### src/rtl/sdram_params_pkg.sv
// sdram_params_pkg: bus geometry shared by the SDRAM controller and its masters.
package sdram_params_pkg;
    localparam int AVS_AW   = 24;
    localparam int AVS_DW   = 16;
    localparam int AVS_BYTE = AVS_DW / 8;
    localparam int SDRAM_BL = 4;
endpackage

### src/rtl/sdram_tester_pkg.sv
// sdram_tester_pkg: tester FSM state encodings and the test pattern generator.
package sdram_tester_pkg;
    import sdram_params_pkg::*;
    typedef logic [2:0] state_t;
    localparam state_t S_IDLE       = 3'd0;
    localparam state_t S_WRITE      = 3'd1;
    localparam state_t S_READ_REQ   = 3'd2;
    localparam state_t S_READ_RESP  = 3'd3;
    localparam state_t S_READ_DRAIN = 3'd4;
    localparam state_t S_DONE       = 3'd5;
    function automatic logic [AVS_DW-1:0] pattern(input logic [31:0] seed, input logic [31:0] idx);
        return AVS_DW'(seed) ^ AVS_DW'(idx);
    endfunction
endpackage

### src/rtl/sdram_mem_tester_if.sv
// sdram_mem_tester_if: request/response bus between an SDRAM master and the controller.
interface sdram_mem_tester_if;
    import sdram_params_pkg::*;
    logic                bus_req_valid;
    logic                bus_req_write;
    logic [AVS_AW-1:0]   bus_req_address;
    logic [AVS_DW-1:0]   bus_req_writedata;
    logic [AVS_BYTE-1:0] bus_req_byteenable;
    logic                bus_req_ready;
    logic                bus_resp_valid;
    logic [AVS_DW-1:0]   bus_resp_readdata;
    modport master(
        output bus_req_valid, bus_req_write, bus_req_address, bus_req_writedata, bus_req_byteenable,
        input  bus_req_ready, bus_resp_valid, bus_resp_readdata
    );
    modport slave(
        input  bus_req_valid, bus_req_write, bus_req_address, bus_req_writedata, bus_req_byteenable,
        output bus_req_ready, bus_resp_valid, bus_resp_readdata
    );
endinterface

### src/rtl/sdram_tester_watchdog.sv
// sdram_tester_watchdog: loadable down-counter that flags expiry when it sits at zero.
module sdram_tester_watchdog #(
    parameter int W = 16
) (
    input  logic         clk,
    input  logic         reset,
    input  logic         load,
    input  logic         en,
    input  logic [W-1:0] load_value,
    output logic         expired
);
    logic [W-1:0] count;
    assign expired = count == '0;
    always_ff @(posedge clk) begin
        if (!reset) count <= '0;
        else if (load) count <= load_value;
        else if (en && !expired) count <= count - 1'b1;
    end
endmodule

### src/rtl/sdram_mem_tester.sv
// sdram_mem_tester: writes a seeded pattern over a word range, reads it back and
// reports mismatches; acts as the self-test master in front of the SDRAM controller.
module sdram_mem_tester
    import sdram_params_pkg::*, sdram_tester_pkg::*;
#(
    parameter logic [AVS_AW-1:0] ADDR_START = '0,
    parameter int                ADDR_COUNT = 1024,
    parameter logic [31:0]       SEED       = 32'hA5A5_5A5A,
    parameter int                TIMEOUT    = 4096,
    parameter int                ERR_W      = 16
) (
    input  logic              clk,
    input  logic              reset,
    input  logic              start,
    output logic              busy,
    output logic              done,
    output logic              pass,
    output logic              timeout,
    output logic [ERR_W-1:0]  error_count,
    output logic [AVS_AW-1:0] fail_addr,
    output logic [AVS_DW-1:0] fail_data,
    output logic [AVS_DW-1:0] fail_expect,
    sdram_mem_tester_if.master bus
);
    localparam int TW = $clog2(TIMEOUT) + 1;
    state_t            state, nxt;
    logic [31:0]       idx;
    logic [ERR_W-1:0]  err;
    logic [AVS_DW-1:0] exp_data;
    logic              last, acc, rsp, hit, wd_en, wd_exp, timeout_r;
    assign last     = idx == 32'(ADDR_COUNT - 1);
    assign exp_data = pattern(SEED, idx);
    // valid is gated by reset so a mid-transaction reset withdraws the request at once
    assign bus.bus_req_valid      = reset & (state == S_WRITE | state == S_READ_REQ);
    assign bus.bus_req_write      = state == S_WRITE;
    assign bus.bus_req_address    = ADDR_START + AVS_AW'(idx);
    assign bus.bus_req_writedata  = exp_data;
    assign bus.bus_req_byteenable = '1;
    assign acc   = bus.bus_req_valid & bus.bus_req_ready;
    assign rsp   = state == S_READ_RESP & bus.bus_resp_valid;
    assign wd_en = state == S_WRITE | state == S_READ_REQ | state == S_READ_RESP;
    assign hit   = wd_en & wd_exp & ~acc & ~rsp;
    assign busy        = wd_en | state == S_READ_DRAIN;
    assign done        = state == S_DONE;
    assign pass        = done & err == '0 & ~timeout_r;
    assign timeout     = timeout_r;
    assign error_count = err;
    always_comb begin
        nxt = state;
        case (state)
            S_IDLE, S_DONE: nxt = start ? S_WRITE : state;
            S_WRITE:        nxt = acc ? (last ? S_READ_REQ : S_WRITE) : hit ? S_DONE : S_WRITE;
            S_READ_REQ:     nxt = acc ? S_READ_RESP : hit ? S_DONE : S_READ_REQ;
            S_READ_RESP:    nxt = rsp ? S_READ_DRAIN : hit ? S_DONE : S_READ_RESP;
            S_READ_DRAIN:   nxt = bus.bus_resp_valid ? S_READ_DRAIN : last ? S_DONE : S_READ_REQ;
            default:        nxt = S_IDLE;
        endcase
    end
    sdram_tester_watchdog #(.W(TW)) u_wd (
        .clk        (clk),
        .reset      (reset),
        .load       ((nxt != state) | acc),
        .en         (wd_en),
        .load_value (TW'(TIMEOUT - 1)),
        .expired    (wd_exp)
    );
    // error counter only grows, so err==0 doubles as the "no failure latched yet" flag
    always_ff @(posedge clk) begin
        if (!reset) begin
            state       <= S_IDLE;
            idx         <= '0;
            err         <= '0;
            fail_addr   <= '0;
            fail_data   <= '0;
            fail_expect <= '0;
            timeout_r   <= 1'b0;
        end else begin
            state <= nxt;
            if ((state == S_IDLE | state == S_DONE) & start) begin
                idx         <= '0;
                err         <= '0;
                fail_addr   <= '0;
                fail_data   <= '0;
                fail_expect <= '0;
                timeout_r   <= 1'b0;
            end
            if (state == S_WRITE & acc) idx <= last ? '0 : idx + 32'd1;
            if (state == S_READ_DRAIN & ~bus.bus_resp_valid & ~last) idx <= idx + 32'd1;
            if (hit) timeout_r <= 1'b1;
            if (rsp & bus.bus_resp_readdata != exp_data) begin
                if (err == '0) begin
                    fail_addr   <= bus.bus_req_address;
                    fail_data   <= bus.bus_resp_readdata;
                    fail_expect <= exp_data;
                end
                if (~&err) err <= err + 1'b1;
            end
        end
    end
endmodule

### src/flat_wrapper.sv
// flat-port wrapper written by rule: the top's interface ports become plain ports
module sdram_mem_tester_flat import sdram_params_pkg::*, sdram_tester_pkg::*;
#(
    parameter logic [AVS_AW-1:0] ADDR_START = '0,
    parameter int                ADDR_COUNT = 1024,
    parameter logic [31:0]       SEED       = 32'hA5A5_5A5A,
    parameter int                TIMEOUT    = 4096,
    parameter int                ERR_W      = 16
)
  (clk, reset, start, busy, done, pass, timeout, error_count, fail_addr, fail_data, fail_expect, bus_bus_req_valid, bus_bus_req_write, bus_bus_req_address, bus_bus_req_writedata, bus_bus_req_byteenable, bus_bus_req_ready, bus_bus_resp_valid, bus_bus_resp_readdata);
  sdram_mem_tester_if bus_i ();
  input  logic clk;
  input  logic reset;
  input  logic start;
  output logic busy;
  output logic done;
  output logic pass;
  output logic timeout;
  output logic [ERR_W-1:0] error_count;
  output logic [AVS_AW-1:0] fail_addr;
  output logic [AVS_DW-1:0] fail_data;
  output logic [AVS_DW-1:0] fail_expect;
  output wire logic [$bits(bus_i.bus_req_valid)-1:0] bus_bus_req_valid;
  output wire logic [$bits(bus_i.bus_req_write)-1:0] bus_bus_req_write;
  output wire logic [$bits(bus_i.bus_req_address)-1:0] bus_bus_req_address;
  output wire logic [$bits(bus_i.bus_req_writedata)-1:0] bus_bus_req_writedata;
  output wire logic [$bits(bus_i.bus_req_byteenable)-1:0] bus_bus_req_byteenable;
  input wire logic [$bits(bus_i.bus_req_ready)-1:0] bus_bus_req_ready;
  input wire logic [$bits(bus_i.bus_resp_valid)-1:0] bus_bus_resp_valid;
  input wire logic [$bits(bus_i.bus_resp_readdata)-1:0] bus_bus_resp_readdata;
  assign bus_bus_req_valid = bus_i.bus_req_valid;
  assign bus_bus_req_write = bus_i.bus_req_write;
  assign bus_bus_req_address = bus_i.bus_req_address;
  assign bus_bus_req_writedata = bus_i.bus_req_writedata;
  assign bus_bus_req_byteenable = bus_i.bus_req_byteenable;
  assign bus_i.bus_req_ready = bus_bus_req_ready;
  assign bus_i.bus_resp_valid = bus_bus_resp_valid;
  assign bus_i.bus_resp_readdata = bus_bus_resp_readdata;
  sdram_mem_tester #(.ADDR_START(ADDR_START), .ADDR_COUNT(ADDR_COUNT), .SEED(SEED), .TIMEOUT(TIMEOUT), .ERR_W(ERR_W)) u_core (.clk(clk), .reset(reset), .start(start), .busy(busy), .done(done), .pass(pass), .timeout(timeout), .error_count(error_count), .fail_addr(fail_addr), .fail_data(fail_data), .fail_expect(fail_expect), .bus(bus_i));
endmodule
### config.mk
export PLATFORM = sky130hd
export DESIGN_NAME = sdram_mem_tester_flat
export DESIGN_NICKNAME = d
export VERILOG_FILES = /design/src/rtl/sdram_params_pkg.sv /design/src/rtl/sdram_tester_pkg.sv /design/src/rtl/sdram_mem_tester_if.sv /design/src/rtl/sdram_tester_watchdog.sv /design/src/rtl/sdram_mem_tester.sv /design/src/flat_wrapper.sv
export SDC_FILE = /design/constraint.sdc
export NUM_CORES = 1
export LEC_CHECK = 0
export ABC_AREA = 1
export BUFFER_PORTS_ARGS = -buffer_cell sky130_fd_sc_hd__clkbuf_2
export CAP_MARGIN = 40
export CORE_ASPECT_RATIO = 0.8
export CORE_MARGIN = 2
export CORE_UTILIZATION = 57
export CTS_BUF_LIST = sky130_fd_sc_hd__clkbuf_2 sky130_fd_sc_hd__clkbuf_4 sky130_fd_sc_hd__clkbuf_8
export DETAILED_ROUTE_END_ITERATION = 16
export PLACE_DENSITY = 0.9
export SYNTH_ARGS = -nofsm -noshare
export SYNTH_HDL_FRONTEND = slang
export SYNTH_SLANG_ARGS = --single-unit
### constraint.sdc
create_clock -name clk -period 2.9 [get_ports clk]
set_input_delay 0.29 -clock clk [delete_from_list [all_inputs] [get_ports clk]]
set_output_delay 0.29 -clock clk [all_outputs]
set_load 0.1 [all_outputs]
==> flow_summary_export.csv, run 1 <==
group,metric,value,unit
final_layout,final_layout_size_suffix_gt1_frac,0.247,
floorplanning,rows,34,
outcome,status,"completed",
worst_setup_path,worst-r2r-cell-count,13,
timing,grt_setup_unrepaired,"false",
min_path,holdPathEnd,"u_core.fail_data[4]",
clock_network,cts_num_sinks,121,
flow_run,maxCapViolCount,0,
yosys,yosysSeqAreaShare,0.375,
route,drtIter0Drc,877,
clock_network,holdBufCountCts,0,
yosys,synth_edf_count,0,
timing,fmax,399,MHz
clock_network,cts_buffer_depth,2,
placed_design,gp_congestion,0.947,
worst_setup_path,arrival,2.22,ns
yosys,syn-cell-area,6460,sq um
yosys,synthTopCellsByArea,"dfxtp_1 (38%), nand2_1 (9.9%), a21oi_1 (7.5%)",
worst_setup_path,critical_path.endpoint_type,"primary output",
timing,hold_viol,0,
clock_network,insertion_delay,0.44,ns
placed_design,place_inst,1147,
worst_setup_path,worst_setup_path_start_kind,"flip-flop",
route,ant_nets,0,
worst_setup_path,cp_data_required_time,2.61,ns
power,peakVddDrop,0.312,mV
global_route,grt_pass1_vias,5884,
worst_setup_path,r2r_end,"u_core.idx[18]",
min_path,hold-path-cell-count,3,
route,wl_per_cell,15.4,um
worst_setup_path,cpPeakStageDelay,0.50,ns
clock_network,clk_pin_slew,0.08,ns
timing,max-slew-margin-rel,0.496,
yosys,yosys_register_bits,121,
yosys,synthArstFlopShare,0,
yosys,synth_warnings,0,
worst_setup_path,crit_family,"simple AND/OR/NAND/NOR gates",
min_path,worst_hold_path_type,"in2reg",
timing,finalSetupViolCount,0,
placed_design,place_hpwl,13100,um
global_route,grt.total_usage,0.302,
yosys,synth_most_common_cell,"nand2_1",
route,drc,0,
worst_setup_path,crit_slowest_cell,"clkbuf_2",
floorplanning,fp.dieH,99.2,um
floorplanning,start_util,0.588,
route,vias_per_cell,5.58,
power,report.power.total,0.00370,W
timing,setup_tns,0,ns
final_layout,n_antenna_cell,0,
final_layout,syn2layout_area_growth,16.1,%
worst_setup_path,crit_chain,"inv_1 -> ha_1 -> nand3_1 -> nor4_1 -> nand3_1 -> nor4_4 -> clkbuf_2",
yosys,synth_cell_type_count,47,
route,vias,6574,
final_layout,fin_nets,1048,
worst_setup_path,cp_common_cell,"nand3_1",
yosys,syn-instance-count,915,
worst_setup_path,r2r_slack,0.44,ns
clock_network,clockRootBuffer,"clkbuf_8",
floorplanning,die_w,123,um
global_route,antenna_found_initial,0,
global_route,grt_pass1_wl,29100,um
yosys,synth_commonest_cells,"nand2_1 (171), dfxtp_1 (121), a21oi_1 (97)",
timing,clock-skew-final,0.00986,ns
timing,report.final.slew_viol_count,0,
floorplanning,core,11000,sq um
floorplanning,pin_count,141,
yosys,ys.flop_type,"dfxtp_1",
timing,fin_crit_sh,0.865,
clock_network,cts_tree,"yes",
global_route,gr-total-overflow,0,
route,wirelength,18200,um
power,powerDensity,493,nW/um^2
placed_design,port_buffers,138,
clock_network,htreeDepth,4,
final_layout,instances_no_fill,1179,
final_layout,fin_util,0.683,
route,drt-pass1-iter-count,5,
min_path,min_from,"bus_bus_resp_readdata[4]",
timing,layout_min_cycle_time,2.51,ns
global_route,grt_max_degree,64,
worst_setup_path,worstPathMaxFanout,5,
timing,hold_ws,0.178,ns
yosys,synth_top_area_frac,0.375,
power,power.leakage,3.30,nW
worst_setup_path,worst-setup-path-type,"reg2out",
clock_network,cts_buffers,17,
worst_setup_path,r2r-start,"u_core.idx[1]",
yosys,syn_avg_cell_area,7.06,sq um
worst_setup_path,crit_buf_inv,2,
floorplanning,die_area,12200,sq um
timing,worst_pin_slew,0.753,ns
yosys,yosys.area.top_type,"dfxtp_1",
==> cell type report <==
| class | instances | area (sq um) |
|---|---|---|
| timing repair buffer | 163 | 903 |
| multi-input combinational | 631 | 3250 |
| tap | 144 | 180 |
| clock inverter | 12 | 140 |
| inverter | 88 | 333 |
| sequential | 121 | 2420 |
| fill | 904 | 3480 |
| clock buffer | 20 | 269 |
==> per-layer routing <==
layer  track usage  share of wire
met5             0              0
met2         0.460           0.45
met3        0.0791           0.11
met4         0.108          0.023
met1         0.414           0.42
==> state kept, by name (all words and copies together), names as in the netlist <==
name                cells
u_core.fail_addr       24
u_core.error_count     16
u_core.u_wd.count      13
u_core.idx             32
u_core.fail_expect     16
u_core.state            3
u_core.timeout          1
u_core.fail_data       16
==> worst max path at each step <==
| stage | from | end | slack [ns] | cells past startpoint |
|---|---|---|---|---|
| after CTS | u_core.idx[15] | u_core.fail_data[10] | 0.24 | 12 |
| final | u_core.error_count[0] | pass | 0.39 | 7 |
| after global placement | u_core.idx[15] | u_core.fail_data[11] | 0.45 | 12 |
| after floorplan | u_core.error_count[0] | u_core.error_count[15] | 0.11 | 13 |
| after detailed placement | u_core.idx[15] | u_core.fail_data[11] | 0.31 | 12 |
| after global routing | u_core.idx[15] | u_core.error_count[14] | 0.18 | 12 |
==> layout by cell type, fill, tap and decap left out, types with 4 or more instances in the layout <==
master / synthesis / final
nand2_1: 171 / 171
nand3_2: 13 / 13
nand4_1: 22 / 22
inv_6: 0 / 4
nand3_1: 64 / 64
xor2_1: 25 / 25
a21oi_1: 97 / 97
dfxtp_1: 121 / 121
nor2_2: 10 / 9
nand2_2: 13 / 13
clkbuf_8: 0 / 19
nor2_1: 92 / 92
buf_4: 39 / 23
ha_1: 5 / 5
nor4_1: 6 / 5
xnor2_1: 12 / 12
nor3_1: 26 / 26
nor3_2: 4 / 4
o21ai_0: 32 / 32
clkbuf_2: 0 / 138
inv_2: 14 / 14
o21ai_1: 14 / 14
inv_1: 72 / 72
==> where the power goes <==
| group | leakage [nW] | internal, W | switching [W] |
|---|---|---|---|
| clock network | 0.200 | 0.000830 | 0.000746 |
| logic | 2.12 | 0.000118 | 0.000285 |
| registers | 0.979 | 0.00169 | 0.0000305 |
==> worst min-delay path: stages <==
cell	delay, ns
clkbuf_2	0.10
o21ai_0	0.08
a21oi_1	0.11
==> stage by stage <==
step / setup slack [ns] / instance area, sq um
floorplan: 0.109 / 6480
global placement: 0.452 / 7080
detailed placement: 0.311 / 7080
CTS: 0.237 / 7490
global route: 0.180 / 7500
finish: 0.392 / 7500
==> cell families (layout without fill, tap and decap cells) <==
family | after synthesis | in the layout | synth area share
other | 1 | 2 | 0.000581
AO/OA/AOI/OAI | 157 | 157 | 0.128
flip-flops | 121 | 121 | 0.375
adder cells (fa/ha/maj) | 5 | 5 | 0.00969
buffers and inverters | 164 | 283 | 0.126
AND/OR/NAND/NOR | 430 | 430 | 0.311
XOR/XNOR | 37 | 37 | 0.0502
==> repair_timing <==
action                     in CTS  in global routing
setup endpoints to repair       0                  5
setup buffers                   0                  0
resized for setup               0                  1
(Power assumes the default switching activity.)
==> inputs of run 2 (changes only) <==
- CTS_BUF_LIST: sky130_fd_sc_hd__clkbuf_2 sky130_fd_sc_hd__clkbuf_4 sky130_fd_sc_hd__clkbuf_8 -> sky130_fd_sc_hd__clkbuf_8
- GPL_TIMING_DRIVEN: default -> 0
==> run 2 against run 1 <==
Die area stayed put; final area is 3.3% higher; utilization is 2.3 points higher; routed wire length is 5.2% higher; register-to-register slack worse by 0.03 ns; combinational power is 4% higher; clock skew is 0.0044 ns higher; final cell count is 4.3% higher; highest routed layer unchanged.
==> flow_summary_export.csv, run 2 (synthesis results as in run 1) <==
group,metric,value,unit
outcome,status,"completed",
timing,report.final.slew_viol_count,0,
clock_network,clockRootBuffer,"clkbuf_8",
clock_network,cts_setup_buffers,0,
floorplanning,pin_count,141,
timing,fmax,392,MHz
worst_setup_path,worst-setup-path-type,"reg2out",
timing,finalSetupViolCount,0,
power,power.switching,0.00105,W
power,power.share.combinational,0.115,
clock_network,insertion_delay,0.45,ns
timing,grt_setup_unrepaired,"false",
worst_setup_path,r2r-start,"u_core.idx[1]",
final_layout,n_antenna_cell,0,
global_route,grt_pass1_wl,29900,um
route,vias,6923,
timing,hold_viol,0,
floorplanning,die_w,123,um
floorplanning,core,11000,sq um
global_route,grt_pass1_vias,6114,
final_layout,fin_nets,1099,
worst_setup_path,cpPeakStageDelay,0.50,ns
final_layout,fill_cells,913,
floorplanning,die_area,12200,sq um
placed_design,gp_congestion,0.991,
route,vias_per_cell,5.63,
power,p_sw_frac,0.287,
placed_design,port_buffers,138,
final_layout,largest_reg_flops,32,
final_layout,final_common_cell,"nand2_1",
worst_setup_path,critical_path.endpoint_type,"primary output",
final_layout,syn2layout_area_growth,19.9,%
worst_setup_path,worstPathMaxFanout,5,
worst_setup_path,crit_slowest_cell,"clkbuf_2",
worst_setup_path,arrival,2.26,ns
route,ant_nets,0,
power,power.leakage,3.48,nW
floorplanning,start_util,0.588,
global_route,grt.total_usage,0.314,
timing,clock-skew-final,0.0142,ns
global_route,grt_max_degree,17,
clock_network,cts_tree,"yes",
placed_design,place_hpwl,13900,um
clock_network,clk_pin_slew,0.08,ns
final_layout,instances_no_fill,1230,
clock_network,htreeDepth,4,
power,report.power.total,0.00365,W
worst_setup_path,cp_data_required_time,2.61,ns
final_layout,mostFrequentLayoutCells,"nand2_1 (171), clkbuf_2 (138), dfxtp_1 (121), a21oi_1 (97), nor2_1 (92)",
worst_setup_path,cp_common_cell,"nand3_1",
clock_network,cts-resized-gates,0,
min_path,min_from,"bus_bus_resp_readdata[4]",
worst_setup_path,worst_setup_path_start_kind,"flip-flop",
route,drt-pass1-iter-count,6,
clock_network,cts_buffers,17,
route,wirelength,19100,um
min_path,worst_hold_path_type,"in2reg",
clock_network,cts_num_sinks,121,
final_layout,largest-register,"u_core.idx",
timing,fin_crit_sh,0.880,
timing,max-slew-margin-rel,0.560,
route,drtIter0Drc,837,
global_route,antenna_found_initial,0,
power,internal_power,0.00260,W
power,peakVddDrop,0.326,mV
flow_run,maxCapViolCount,0,
route,wl_per_cell,15.5,um
power,clkPwrFrac,0.414,
power,seq_power_share,0.471,
timing,layout_min_cycle_time,2.55,ns
route,drc,0,
clock_network,cts_buffer_depth,2,
final_layout,largestRegisters,"u_core.idx: 32 flops, u_core.fail_addr: 24 flops",
clock_network,holdBufCountCts,0,
floorplanning,fp.dieH,99.2,um
worst_setup_path,crit_chain,"inv_1 -> ha_1 -> nand3_1 -> nor4_1 -> nand3_1 -> nor4_4 -> clkbuf_2",
placed_design,place_inst,1198,
floorplanning,rows,34,
worst_setup_path,cp-startpoint,"u_core.error_count[0]",
timing,worst_pin_slew,0.660,ns
global_route,gr-total-overflow,0,
timing,setup_tns,0,ns
final_layout,final_layout_size_suffix_gt1_frac,0.268,
power,powerDensity,472,nW/um^2
## run 2: critical path: cells and delay by family, from the launching register on
kind          cells  cell delay, ns
buf+inv           2            0.59
flops             1            0.36
fa+ha+maj         1            0.14
simple gates      4            0.73
## run 2: area by class of cell
cell class,instances,area (sq um),share of cell area
clock buffers,18,248,0.0320
clock inverters,14,149,0.0192
flip-flops and latches,121,2420,0.313
repair buffers,138,691,0.0892
plain buffers,76,478,0.0617
well taps,144,180,0.0233
inverters,88,333,0.0430
multi-input cells,631,3240,0.419
## run 2: power by group through the flow
stage          registers (W)  logic [W]  clock network [W]
2_1_floorplan        0.00175   0.000319                  0
3_3_place_gp         0.00176   0.000404                  0
3_5_place_dp         0.00176   0.000412                  0
4_1_cts              0.00172   0.000416            0.00151
5_1_grt              0.00173   0.000466            0.00159
6_report             0.00172   0.000421            0.00151
## run 2: metrics by stage
stage | instance area [sq um] | utilization | hold WS, ns | setup slack (ns)
after floorplan | 6480 | - | 0.479 | 0.109
after global placement | 7350 | 0.669 | 0.450 | 0.500
after detailed placement | 7350 | 0.669 | 0.453 | 0.488
after CTS | 7740 | 0.706 | 0.135 | 0.353
after global routing | 7740 | 0.706 | 0.162 | 0.236
final | 7740 | 0.706 | 0.144 | 0.348
## run 2: path summary, 6_finish.rpt
path / to / cells past startpoint / slack, ns
min: u_core.fail_data[4] / 3 / 0.14
max reg2reg: u_core.u_wd.count[1] / 13 / 0.41
max: pass / 7 / 0.35
min reg2reg: u_core.fail_addr[3] / 2 / 0.46
## run 2: per-layer routing
layer | global-route usage | part of all wire
met4 | 0.138 | 0.033
met2 | 0.475 | 0.43
met3 | 0.0751 | 0.11
met1 | 0.429 | 0.42
met5 | 0 | 0
==> inputs of run 3 (changes only) <==
- CORE_ASPECT_RATIO: 0.8 -> 0.7
- PLACE_DENSITY: 0.9 -> 0.94
- clock period: 2.9 -> 2.7 ns (I/O delays scaled with it)
==> run 3 against run 2 <==
Utilization decreased by 0.28 points; register-to-register slack got worse by 0.16 ns; worst hold slack improved by 0.0012 ns; worst setup slack got worse by 0.13 ns; first-iteration DRC count decreased by 6.1%; global-route usage decreased by 0.28 points; final cell count increased by 0.73%; clock power increased by 3%; sequential share of layout area increased by 0.090 points; routed wire length decreased by 0.77%; sequential power increased by 8%; critical endpoint unchanged; largest power group unchanged; highest routed layer unchanged.
==> flow_summary_export.csv, run 3 (synthesis results as in run 1) <==
group,metric,value,unit
clock_network,cts_num_sinks,121,
timing,max-slew-margin-rel,0.561,
timing,hold_ws,0.145,ns
worst_setup_path,worstPathMaxFanout,5,
flow_run,maxCapViolCount,0,
worst_setup_path,worst_setup_path_start_kind,"flip-flop",
floorplanning,start_util,0.586,
final_layout,largest_reg_flops,32,
timing,layout_min_cycle_time,2.48,ns
floorplanning,core,11000,sq um
placed_design,placed_cell_area,7360,sq um
timing,clock-skew-final,0.0159,ns
route,wl_per_cell,15.3,um
timing,hold_viol,0,
final_layout,seqCellArea,2430,sq um
clock_network,cts_buffers,17,
clock_network,cts_setup_buffers,0,
global_route,grt_pass1_wl,30400,um
timing,fin_crit_sh,0.917,
timing,finalSetupViolCount,0,
route,drtIter0Drc,786,
final_layout,largest-register,"u_core.idx",
min_path,min_from,"bus_bus_resp_readdata[4]",
floorplanning,die_area,12200,sq um
final_layout,fin_nets,1099,
final_layout,fin_util,0.703,
worst_setup_path,worst-setup-path-type,"reg2out",
clock_network,clockRootBuffer,"clkbuf_8",
timing,setup_tns,0,ns
clock_network,cts_buffer_depth,2,
worst_setup_path,critical_path.endpoint_type,"primary output",
final_layout,largestRegisters,"u_core.idx: 32 flops, u_core.fail_addr: 24 flops",
global_route,gr-total-overflow,0,
global_route,grt_max_degree,17,
worst_setup_path,r2r_end,"u_core.fail_data[8]",
floorplanning,rows,32,
route,drc,0,
floorplanning,fp.dieH,93.1,um
route,drt-pass1-iter-count,6,
worst_setup_path,cp_data_required_time,2.43,ns
clock_network,cts_tree,"yes",
final_layout,fill_cells,857,
final_layout,final_layout_size_suffix_gt1_frac,0.273,
timing,worst_pin_slew,0.659,ns
min_path,worst_hold_path_type,"in2reg",
final_layout,final_common_cell,"nand2_1",
worst_setup_path,arrival,2.21,ns
final_layout,mostFrequentLayoutCells,"nand2_1 (171), clkbuf_2 (138), dfxtp_1 (117), a21oi_1 (97), nor2_1 (92)",
min_path,hold-path-cell-count,3,
power,power.leakage,3.47,nW
final_layout,finalInstanceArea,7740,sq um
global_route,antenna_found_initial,0,
placed_design,port_buffers,138,
outcome,status,"completed",
placed_design,gp_congestion,0.968,
route,ant_nets,0,
final_layout,syn2layout_area_growth,19.8,%
final_layout,multiInputGateArea,3240,sq um
worst_setup_path,r2r-start,"u_core.idx[13]",
power,peakVddDrop,0.364,mV
floorplanning,die_w,131,um
route,vias_per_cell,5.57,
timing,report.final.slew_viol_count,0,
clock_network,htreeDepth,4,
power,powerDensity,500,nW/um^2
global_route,grt.total_usage,0.312,
timing,grt_setup_unrepaired,"false",
floorplanning,pin_count,141,
final_layout,n_antenna_cell,0,
global_route,grt_pass1_vias,6128,
route,vias,6905,
placed_design,place_hpwl,13900,um
worst_setup_path,r2r_slack,0.25,ns
worst_setup_path,worst-r2r-cell-count,12,
clock_network,clk_pin_slew,0.08,ns
clock_network,insertion_delay,0.45,ns
timing,fmax,404,MHz
route,wirelength,19000,um
min_path,holdPathEnd,"u_core.fail_data[4]",
==> run 3: worst max path at each step <==
stage	start	end	slack (ns)	depth (start not counted)
3_5_place_dp	u_core.idx[1]	u_core.u_wd.count[2]	0.28	13
2_1_floorplan	u_core.error_count[6]	pass	0.08	5
3_3_place_gp	u_core.idx[1]	u_core.u_wd.count[9]	0.33	13
5_1_grt	u_core.error_count[0]	pass	0.08	7
6_report	u_core.error_count[0]	pass	0.22	7
4_1_cts	u_core.error_count[0]	pass	0.22	7
==> run 3: final cells by class <==
type | count | area share
multi-input cells | 631 | 0.419
flip-flops and latches | 121 | 0.314
plain buffers | 76 | 0.0618
clock inverters | 15 | 0.0181
clock buffers | 17 | 0.0302
well taps | 153 | 0.0247
inverters | 88 | 0.0430
repair buffers | 138 | 0.0893
==> run 3: through the flow <==
| step | std cells | worst slack (ns) | total power [W] |
|---|---|---|---|
| after floorplan | 916 | 0.0786 | 0.00222 |
| after global placement | 1207 | 0.328 | 0.00232 |
| after detailed placement | 1207 | 0.276 | 0.00233 |
| after CTS | 1239 | 0.221 | 0.00386 |
| after global routing | 1239 | 0.0831 | 0.00400 |
| final | 1239 | 0.223 | 0.00387 |
==> run 3: what timing repair did <==
item                       CTS  global route
resized for setup            0             2
hold buffers                 0             0
setup endpoints to repair    0             7
==> run 3: critical path, cell delays in order (launching register included) <==
cell and delay [ns]:
dfxtp_2 0.35, inv_1 0.08, ha_1 0.15, nand3_1 0.07, nor4_1 0.21, nand3_1 0.23, nor4_4 0.17, clkbuf_2 0.50
==> run 3: where the power goes <==
group	internal [W]	switching [W]
clock network	0.000741	0.000823
logic	0.000137	0.000318
registers	0.00181	0.0000331
==> run 3: routing by layer <==
layer  track usage  part of all wire
met1         0.426              0.43
met2         0.476              0.42
met3        0.0851              0.12
met4         0.111             0.025
met5             0                 0
